File: src/rtl/reg_bus_master.sv
// Byte-stream register bus master.
// Command frames arrive one byte at a time on rx: 'W' addr data performs a
// bus write and answers 8'hAA; 'R' addr waits READ_LAT cycles and answers
// with the low byte of bus_rdata. Unknown opcodes answer 8'hEE. A stalled
// frame (no byte for TIMEOUT cycles in ADDR/DATA) is dropped silently with
// an err pulse.
module reg_bus_master #(
  parameter int DATA_WIDTH = 8,
  parameter int READ_LAT   = 2,
  parameter int TIMEOUT    = 1000
) (
  input  logic                  clk,
  input  logic                  res,
  input  logic [7:0]            rx_data,
  input  logic                  rx_valid,
  output logic                  rx_ready,
  output logic [DATA_WIDTH-1:0] bus_addr,
  output logic [DATA_WIDTH-1:0] bus_wdata,
  output logic                  bus_we,
  input  logic [DATA_WIDTH-1:0] bus_rdata,
  output logic [7:0]            tx_data,
  output logic                  tx_valid,
  input  logic                  tx_ready,
  output logic                  busy,
  output logic                  err
);

  localparam logic [7:0] OP_W    = 8'h57;
  localparam logic [7:0] OP_R    = 8'h52;
  localparam logic [7:0] RSP_OK  = 8'hAA;
  localparam logic [7:0] RSP_ERR = 8'hEE;

  // Timeout counter only needs to reach TIMEOUT-1: the expiring cycle is
  // detected combinationally rather than by storing TIMEOUT itself.
  localparam int            TW      = (TIMEOUT > 1) ? $clog2(TIMEOUT) : 1;
  localparam logic [TW-1:0] TO_LAST = TW'(TIMEOUT - 1);
  localparam logic [3:0]    RD_LAST = 4'(READ_LAT - 1);

  typedef enum logic [2:0] {
    IDLE,
    ADDR,
    DATA,
    WRITE,
    READ_WAIT,
    RESP,
    ERR_RESP
  } state_t;

  state_t        state, state_n;
  logic          op_wr;
  logic [TW-1:0] to_cnt;
  logic [3:0]    rd_cnt;
  logic          accept;
  logic          to_hit;
  logic          op_ok;

  // State register.
  always_ff @(posedge clk or posedge res) begin
    if (res) state <= IDLE;
    else     state <= state_n;
  end

  // Next-state decode and handshake/strobe outputs.
  always_comb begin
    state_n  = state;
    rx_ready = 1'b0;
    bus_we   = 1'b0;
    tx_valid = 1'b0;
    to_hit   = 1'b0;
    busy     = (state != IDLE);
    op_ok    = (rx_data == OP_W) || (rx_data == OP_R);
    case (state)
      IDLE: begin
        rx_ready = 1'b1;
        if (rx_valid) state_n = op_ok ? ADDR : ERR_RESP;
      end
      ADDR: begin
        rx_ready = 1'b1;
        if (rx_valid) begin
          state_n = op_wr ? DATA : READ_WAIT;
        end else if (to_cnt == TO_LAST) begin
          to_hit  = 1'b1;
          state_n = IDLE;
        end
      end
      DATA: begin
        rx_ready = 1'b1;
        if (rx_valid) begin
          state_n = WRITE;
        end else if (to_cnt == TO_LAST) begin
          to_hit  = 1'b1;
          state_n = IDLE;
        end
      end
      WRITE: begin
        bus_we  = 1'b1;
        state_n = RESP;
      end
      READ_WAIT: begin
        if (rd_cnt == RD_LAST) state_n = RESP;
      end
      RESP, ERR_RESP: begin
        tx_valid = 1'b1;
        if (tx_ready) state_n = IDLE;
      end
      default: state_n = IDLE;
    endcase
    accept = rx_ready && rx_valid;
  end

  // Datapath: opcode, bus address/data, response byte, counters, err pulse.
  always_ff @(posedge clk or posedge res) begin
    if (res) begin
      op_wr     <= 1'b0;
      bus_addr  <= '0;
      bus_wdata <= '0;
      tx_data   <= '0;
      err       <= 1'b0;
      to_cnt    <= '0;
      rd_cnt    <= '0;
    end else begin
      err    <= 1'b0;
      to_cnt <= '0;
      case (state)
        IDLE: begin
          if (accept) begin
            op_wr <= (rx_data == OP_W);
            if (!op_ok) begin
              tx_data <= RSP_ERR;
              err     <= 1'b1;
            end
          end
        end
        ADDR: begin
          if (accept)      bus_addr <= DATA_WIDTH'(rx_data);
          else if (to_hit) err      <= 1'b1;
          else             to_cnt   <= to_cnt + 1'b1;
        end
        DATA: begin
          if (accept)      bus_wdata <= DATA_WIDTH'(rx_data);
          else if (to_hit) err       <= 1'b1;
          else             to_cnt    <= to_cnt + 1'b1;
        end
        WRITE: tx_data <= RSP_OK;
        READ_WAIT: begin
          if (rd_cnt == RD_LAST) begin
            rd_cnt  <= '0;
            tx_data <= 8'(bus_rdata);
          end else begin
            rd_cnt <= rd_cnt + 1'b1;
          end
        end
        default: ;
      endcase
    end
  end

endmodule

File: config.mk
export PLATFORM = sky130hd
export DESIGN_NAME = reg_bus_master
export DESIGN_NICKNAME = d
export VERILOG_FILES = /design/src/rtl/reg_bus_master.sv
export SDC_FILE = /design/constraint.sdc
export NUM_CORES = 1
export LEC_CHECK = 0
export ABC_AREA = 0
export CORE_MARGIN = 2
export CORE_UTILIZATION = 35
export CTS_CLUSTER_SIZE = 24
export DETAILED_ROUTE_END_ITERATION = 12
export PLACE_DENSITY = 0.6
export RECOVER_POWER = 100
export SETUP_SLACK_MARGIN = 0.1
export SLEW_MARGIN = 20
export SYNTH_ARGS = -nofsm -noshare
export SYNTH_HDL_FRONTEND = slang
export SYNTH_SLANG_ARGS = --single-unit
File: constraint.sdc
create_clock -name clk -period 2.2 [get_ports clk]
set_input_delay 0.33 -clock clk [delete_from_list [all_inputs] [get_ports clk]]
set_output_delay 0.33 -clock clk [all_outputs]
set_load 0.03 [all_outputs]
**Yosys cells after proc, flatten, opt, wreduce, memory -nomap -nowiden**

Index checks and enable logic that the tools add are counted.

- Muxes and demuxes: 28
- Equal/unequal tests: 15
- Reduce and logical (&&, ||, !) cells: 13
- Add/sub/neg operators: 2

Operator list:

| kind | count |
|---|---|
| two-way mux 10 bit | 3 |
| two-way mux 3 bit | 8 |
| two-way mux 8 bit | 3 |
| case mux 8 bit (3 select lines) | 1 |
| case mux 3 bit (6 select lines) | 1 |
| == test 8 x 7 -> 1 bit (second input constant) | 2 |
| adder 10 x 1 -> 10 bit (second input constant) | 1 |
| == test 10 bit (second input constant) | 1 |
| two-way mux 1 bit | 10 |
| inequality test 2 bit (second input constant) | 5 |
| == test 3 bit (second input constant) | 3 |
| == test 3 x 2 -> 1 bit (second input constant) | 2 |
| AND reduction 2 bit | 3 |
| nonzero test 3 bit | 2 |
| adder 4 x 1 -> 4 bit (second input constant) | 1 |
| == test 4 x 1 -> 1 bit (second input constant) | 1 |
| two-way mux 4 bit | 1 |
| AND reduction 4 bit | 1 |
| OR reduction 2 bit | 2 |
| == test 3 x 1 -> 1 bit (second input constant) | 1 |
| zero test 3 bit | 1 |
| AND reduction 3 bit | 1 |
| OR reduction 3 bit | 1 |
| case mux 1 bit (2 select lines) | 1 |
| 2 further kinds | 2 |

- Flip-flop bits (word level): 43
- Output and inout bits: 29
- Input port bits: 20

**Depth between registers and ports, before layout**

- Depth after elaboration: 7
- Depth in mapped cells: 7

**Least setup slack after synthesis**

Ideal clock, no wire load.

- Path type: flip-flop to flip-flop
- From: register state[1]
- To: register state[2]
- Buffers on the path: 3
- Required time: 2.076 ns
- Setup slack: 0.577 ns
- Clock period less this slack: 1.623 ns
- Data arrival time: 1.499 ns
- Setup time: 0.124 ns
- Stages on the path, launching flop included: 8
- Path through: dfrtp_1 -> buf_6 -> or2_0 -> buf_2 -> a211oi_4 -> o21ba_1 -> buf_6 -> or2_1

- Cells in the longest elaborated chain, start to end: 4
- Elaborated cells on any way between the ends: 13
- Classes of those cells: 9 x eq/ne; 1 x mux; 3 x reduce/logical

RTL lines:

| item | line | source |
|---|---|---|
| from (decl) | 49 | `state_t state, state_n;` |
| from (signal assigned) | 60 | `else state <= state_n;` |
| == test 3 bit | 72 | `case (state)` |
| OR reduction 2 bit | 72 |  |
| inequality test 2 bit (no source line) | - |  |
| AND reduction 3 bit (no source line) | - |  |

Parallel ways exist; a longest one is shown, timed or not.
A chain may end at the register's enable or synchronous reset.

**Worst setup path after layout**

- From: register state[2]
- To: output port rx_ready

- Cells in the longest elaborated chain, start to end: 3
- Elaborated cells on any way between the ends: 5
- Classes of those cells: 2 x eq/ne; 1 x mux; 2 x reduce/logical

RTL lines:

| item | line | source |
|---|---|---|
| == test 3 x 2 -> 1 bit, or another cell as far along | 72 |  |
| OR reduction 3 bit (no source line) * | - |  |
| two-way mux 1 bit * | 72 |  |
| to (decl) | 16 | `output logic rx_ready,` |

Every way passes the cells marked *; elsewhere a longest branch is shown, timed or not.

==> impl_metrics.py <==
metrics = {
    "outcome": {
        "status": "complete, no violations",
    },
    "route": {
        "ant_nets": 0,
        "post_drt_via_cell_ratio": 4.943,
        "drt-initial-drc-count": 83,
        "drc": 0,
        "drt-wirelength-per-cell_um": 13.69,
        "detail_route.wirelength_um": 4355,
        "firstDrtPassIters": 4,
        "num_vias": 1572,
    },
    "synthesis": {
        "syn_area_per_cell_um2": 11.43,
        "synthDistinctLibCells": 46,
        "synth_async_sr_flop_share_pct": 100.0,
        "synth.ff_latch_count": 43,
        "seq_area_frac_synth_pct": 51.44,
        "synthCells": 183,
        "synth_edf_count": 0,
        "synth_nets": 204,
        "synth-main-ff-cell": "sky130_fd_sc_hd__dfrtp_1",
        "synth_area_um2": 2092,
        "synth_warnings": 0,
    },
    "sta": {
        "worst_slew_margin_rel_pct": 27.85,
        "grt_setup_unrepaired": "no",
        "fin_skew_ns": 0.004000,
        "max_slew.worst_pin.slew_ns": 1.082,
        "setup_viol": 0,
        "setup_total_negative_slack_ns": 0,
        "worst_hold_slack_ns": 0.4866,
        "max_freq_mhz": 481.1,
        "finalCriticalPeriod_ns": 2.079,
        "report.final.slew_viol_count": 0,
        "hold_viol": 0,
        "min_period_over_period_pct": 94.48,
        "setup_slack_ns": 0.1214,
    },
    "finish": {
        "final_net_count": 263,
        "final_core_area_utilization_pct": 47.11,
        "insertedDiodeCount": 0,
        "synthToLayoutAreaGrowth_pct": 31.76,
        "drive_gt1_share_pct": 20.16,
    },
    "grt": {
        "grt_first_pass_wirelength_um": 7403,
        "pin_count_of_the_biggest_net_entering_global_routing": 44,
        "grt_antenna_before_repair": 0,
        "gr-usage-all-layers_pct": 14.62,
        "number_of_global_route_vias_before_repair": 1559,
        "global_route.overflow_total": 0,
    },
    "worst_hold_path": {
        "hold_path_class": "reg -> reg",
    },
    "critical_path": {
        "worst_setup_path_start_kind": "register",
        "critical_path_peak_fanout": 12,
        "setup.worst_path.class": "reg -> out",
        "cp_data_required_time_ns": 1.87,
        "timing.critical_path.to_type": "output pin",
        "timing.critical_path.arrival_ns": 1.75,
    },
    "clock_network": {
        "clock_latency_at_the_later_pin_of_the_worst_skew_pair_ns": 0.30,
        "worst_setup_hold_path_clk_slew_ns": 0.08,
        "tritoncts.num_buffers": 5,
        "cts_root_buf": "sky130_fd_sc_hd__clkbuf_8",
        "cts_htree_levels": 2,
        "clk_path_buf_depth": 2,
        "clock_sinks": 43,
        "cts-hold-fix-buffers": 0,
        "tritoncts": "built",
    },
    "floorplan": {
        "floorplan.die.width_um": 81.31,
        "chipHeight_um": 81.31,
        "placement_row_count": 28,
        "fp.dieArea_um2": 6611,
        "initial_utilization_pct": 35.76,
        "core_region_area_um2": 5851,
        "io_pins": 49,
    },
    "power_and_ir_drop": {
        "power_leakage_nw": 1.125,
        "finalPower_w": 0.003516,
        "vdd_ir_drop_max_mv": 0.5803,
        "power.density_nw_per_um2": 1276,
    },
    "place": {
        "gpl.final_weighted_congestion": 0.8044,
        "place_worst_setup_slack_ns": 0.2051,
        "buffer_ports.inserted": 48,
        "place.detailed.hpwl_um": 3103,
    },
    "flow_run": {
        "total_of_max_cap_violations": 0,
    },
}
==> worst max-delay path, stage by stage, from the launching register on <==
cell	delay, ns
sky130_fd_sc_hd__dfrtp_1	0.55
sky130_fd_sc_hd__a21oi_1	0.21
sky130_fd_sc_hd__clkdlybuf4s50_1	0.69
==> cell families (layout without fill, tap and decap cells) <==
| group | after synthesis | after routing | share of synthesized area (%) |
|---|---|---|---|
| AO/OA/AOI/OAI | 31 | 31 | 10.59 |
| buffers and inverters | 17 | 77 | 4.964 |
| AND/OR/NAND/NOR | 61 | 61 | 17.82 |
| flip-flops | 43 | 43 | 51.44 |
| multiplexers | 18 | 18 | 9.569 |
| adder cells (fa/ha/maj) | 1 | 1 | 0.5980 |
| XOR/XNOR | 12 | 12 | 5.024 |
==> layout make-up <==
cell class	count	area, um2
clock buffers	5	68.82
clock inverters	3	23.77
fillers	569	3094
inverters	9	33.78
multi-input cells	123	912.1
flip-flops and latches	43	1076
well taps	75	93.84
repair buffers	60	548.0
==> stage by stage <==
stage                     instances  instance area [um2]
after detailed placement        310                 2686
after CTS                       318                 2776
final                           318                 2756
after global placement          310                 2686
after floorplan                 183                 2092
after global routing            318                 2756
==> synth_stat cells, types with 2 or more instances <==
cell	count	area, um2
sky130_fd_sc_hd__a31oi_1	2	12.51
sky130_fd_sc_hd__mux2_2	16	180.2
sky130_fd_sc_hd__nor2_1	5	18.77
sky130_fd_sc_hd__nor2b_1	2	12.51
sky130_fd_sc_hd__o32ai_1	2	17.52
sky130_fd_sc_hd__xor2_1	3	26.28
sky130_fd_sc_hd__or3_1	4	25.02
sky130_fd_sc_hd__dfrtp_1	43	1076
sky130_fd_sc_hd__nor2_2	10	62.56
sky130_fd_sc_hd__and3_1	3	18.77
sky130_fd_sc_hd__o21ai_0	9	45.04
sky130_fd_sc_hd__xnor2_1	9	78.83
sky130_fd_sc_hd__or2_1	2	12.51
sky130_fd_sc_hd__buf_6	5	56.30
sky130_fd_sc_hd__buf_2	2	10.01
sky130_fd_sc_hd__nand4_1	5	31.28
sky130_fd_sc_hd__nand2_1	9	33.78
sky130_fd_sc_hd__o21a_1	4	30.03
sky130_fd_sc_hd__nand3_1	6	30.03
sky130_fd_sc_hd__a21oi_1	4	20.02
sky130_fd_sc_hd__inv_1	8	30.03
sky130_fd_sc_hd__mux2i_1	2	20.02
sky130_fd_sc_hd__nor3_1	5	25.02
==> power breakdown <==
group,switching [W],internal (W)
Clock,0.000292,0.000227
Sequential,0.000188,0.00103
Combinational,0.00101,0.000766
==> final timing paths <==
check | startpoint | end | slack, ns | depth (start not counted)
max | state[2] | rx_ready | 0.12 | 2
min | tx_data[5] | tx_data[5] | 0.49 | 1
max reg2reg | state[2] | bus_wdata[3] | 0.23 | 6
min reg2reg | tx_data[5] | tx_data[5] | 0.49 | 1
max in group asynchronous | res | tx_data[5] | 0.74 | 3
min in group asynchronous | res | bus_wdata[6] | 0.80 | 3
==> layer usage <==
| layer | routed length (um) | track usage (%) | vias up |
|---|---|---|---|
| met5 | 0 | 0 | - |
| met4 | 68 | 5.593 | 0 |
| met3 | 247 | 4.444 | 5 |
| met2 | 2008 | 22.38 | 33 |
| met1 | 2031 | 19.38 | 766 |
| li1 | - | - | 768 |
==> cells in the final DEF, fill, tap and decap left out, types with 3 or more instances in the layout <==
cell                              synthesis  final
sky130_fd_sc_hd__a21oi_1                  4      4
sky130_fd_sc_hd__and3_1                   3      3
sky130_fd_sc_hd__buf_4                    0      6
sky130_fd_sc_hd__clkbuf_1                 1      3
sky130_fd_sc_hd__clkbuf_2                 0      3
sky130_fd_sc_hd__clkbuf_8                 0      5
sky130_fd_sc_hd__clkdlybuf4s50_1          0     19
sky130_fd_sc_hd__dfrtp_1                 43     43
sky130_fd_sc_hd__dlygate4sd2_1            0      3
sky130_fd_sc_hd__dlygate4sd3_1            0     26
sky130_fd_sc_hd__inv_1                    8      7
sky130_fd_sc_hd__mux2_2                  16     16
sky130_fd_sc_hd__nand2_1                  9      9
sky130_fd_sc_hd__nand3_1                  6      6
sky130_fd_sc_hd__nand4_1                  5      5
sky130_fd_sc_hd__nor2_1                   5      5
sky130_fd_sc_hd__nor2_2                  10     10
sky130_fd_sc_hd__nor3_1                   5      5
sky130_fd_sc_hd__o21a_1                   4      4
sky130_fd_sc_hd__o21ai_0                  9      9
sky130_fd_sc_hd__or3_1                    4      4
sky130_fd_sc_hd__xnor2_1                  9      9
sky130_fd_sc_hd__xor2_1                   3      3
==> repair_timing <==
action / 4_1_cts / 5_1_grt
gates resized for setup: 4 / 0
buffers inserted: 0 / 0
endpoints found under the setup margin: 3 / 0
==> flip-flops by register name (all words and copies together), names as in the netlist <==
name / count
state: 3
bus_wdata: 8
tx_data: 8
rd_cnt: 4
err: 1
to_cnt: 10
bus_addr: 8
op_wr: 1
(Power assumes the default switching activity.)
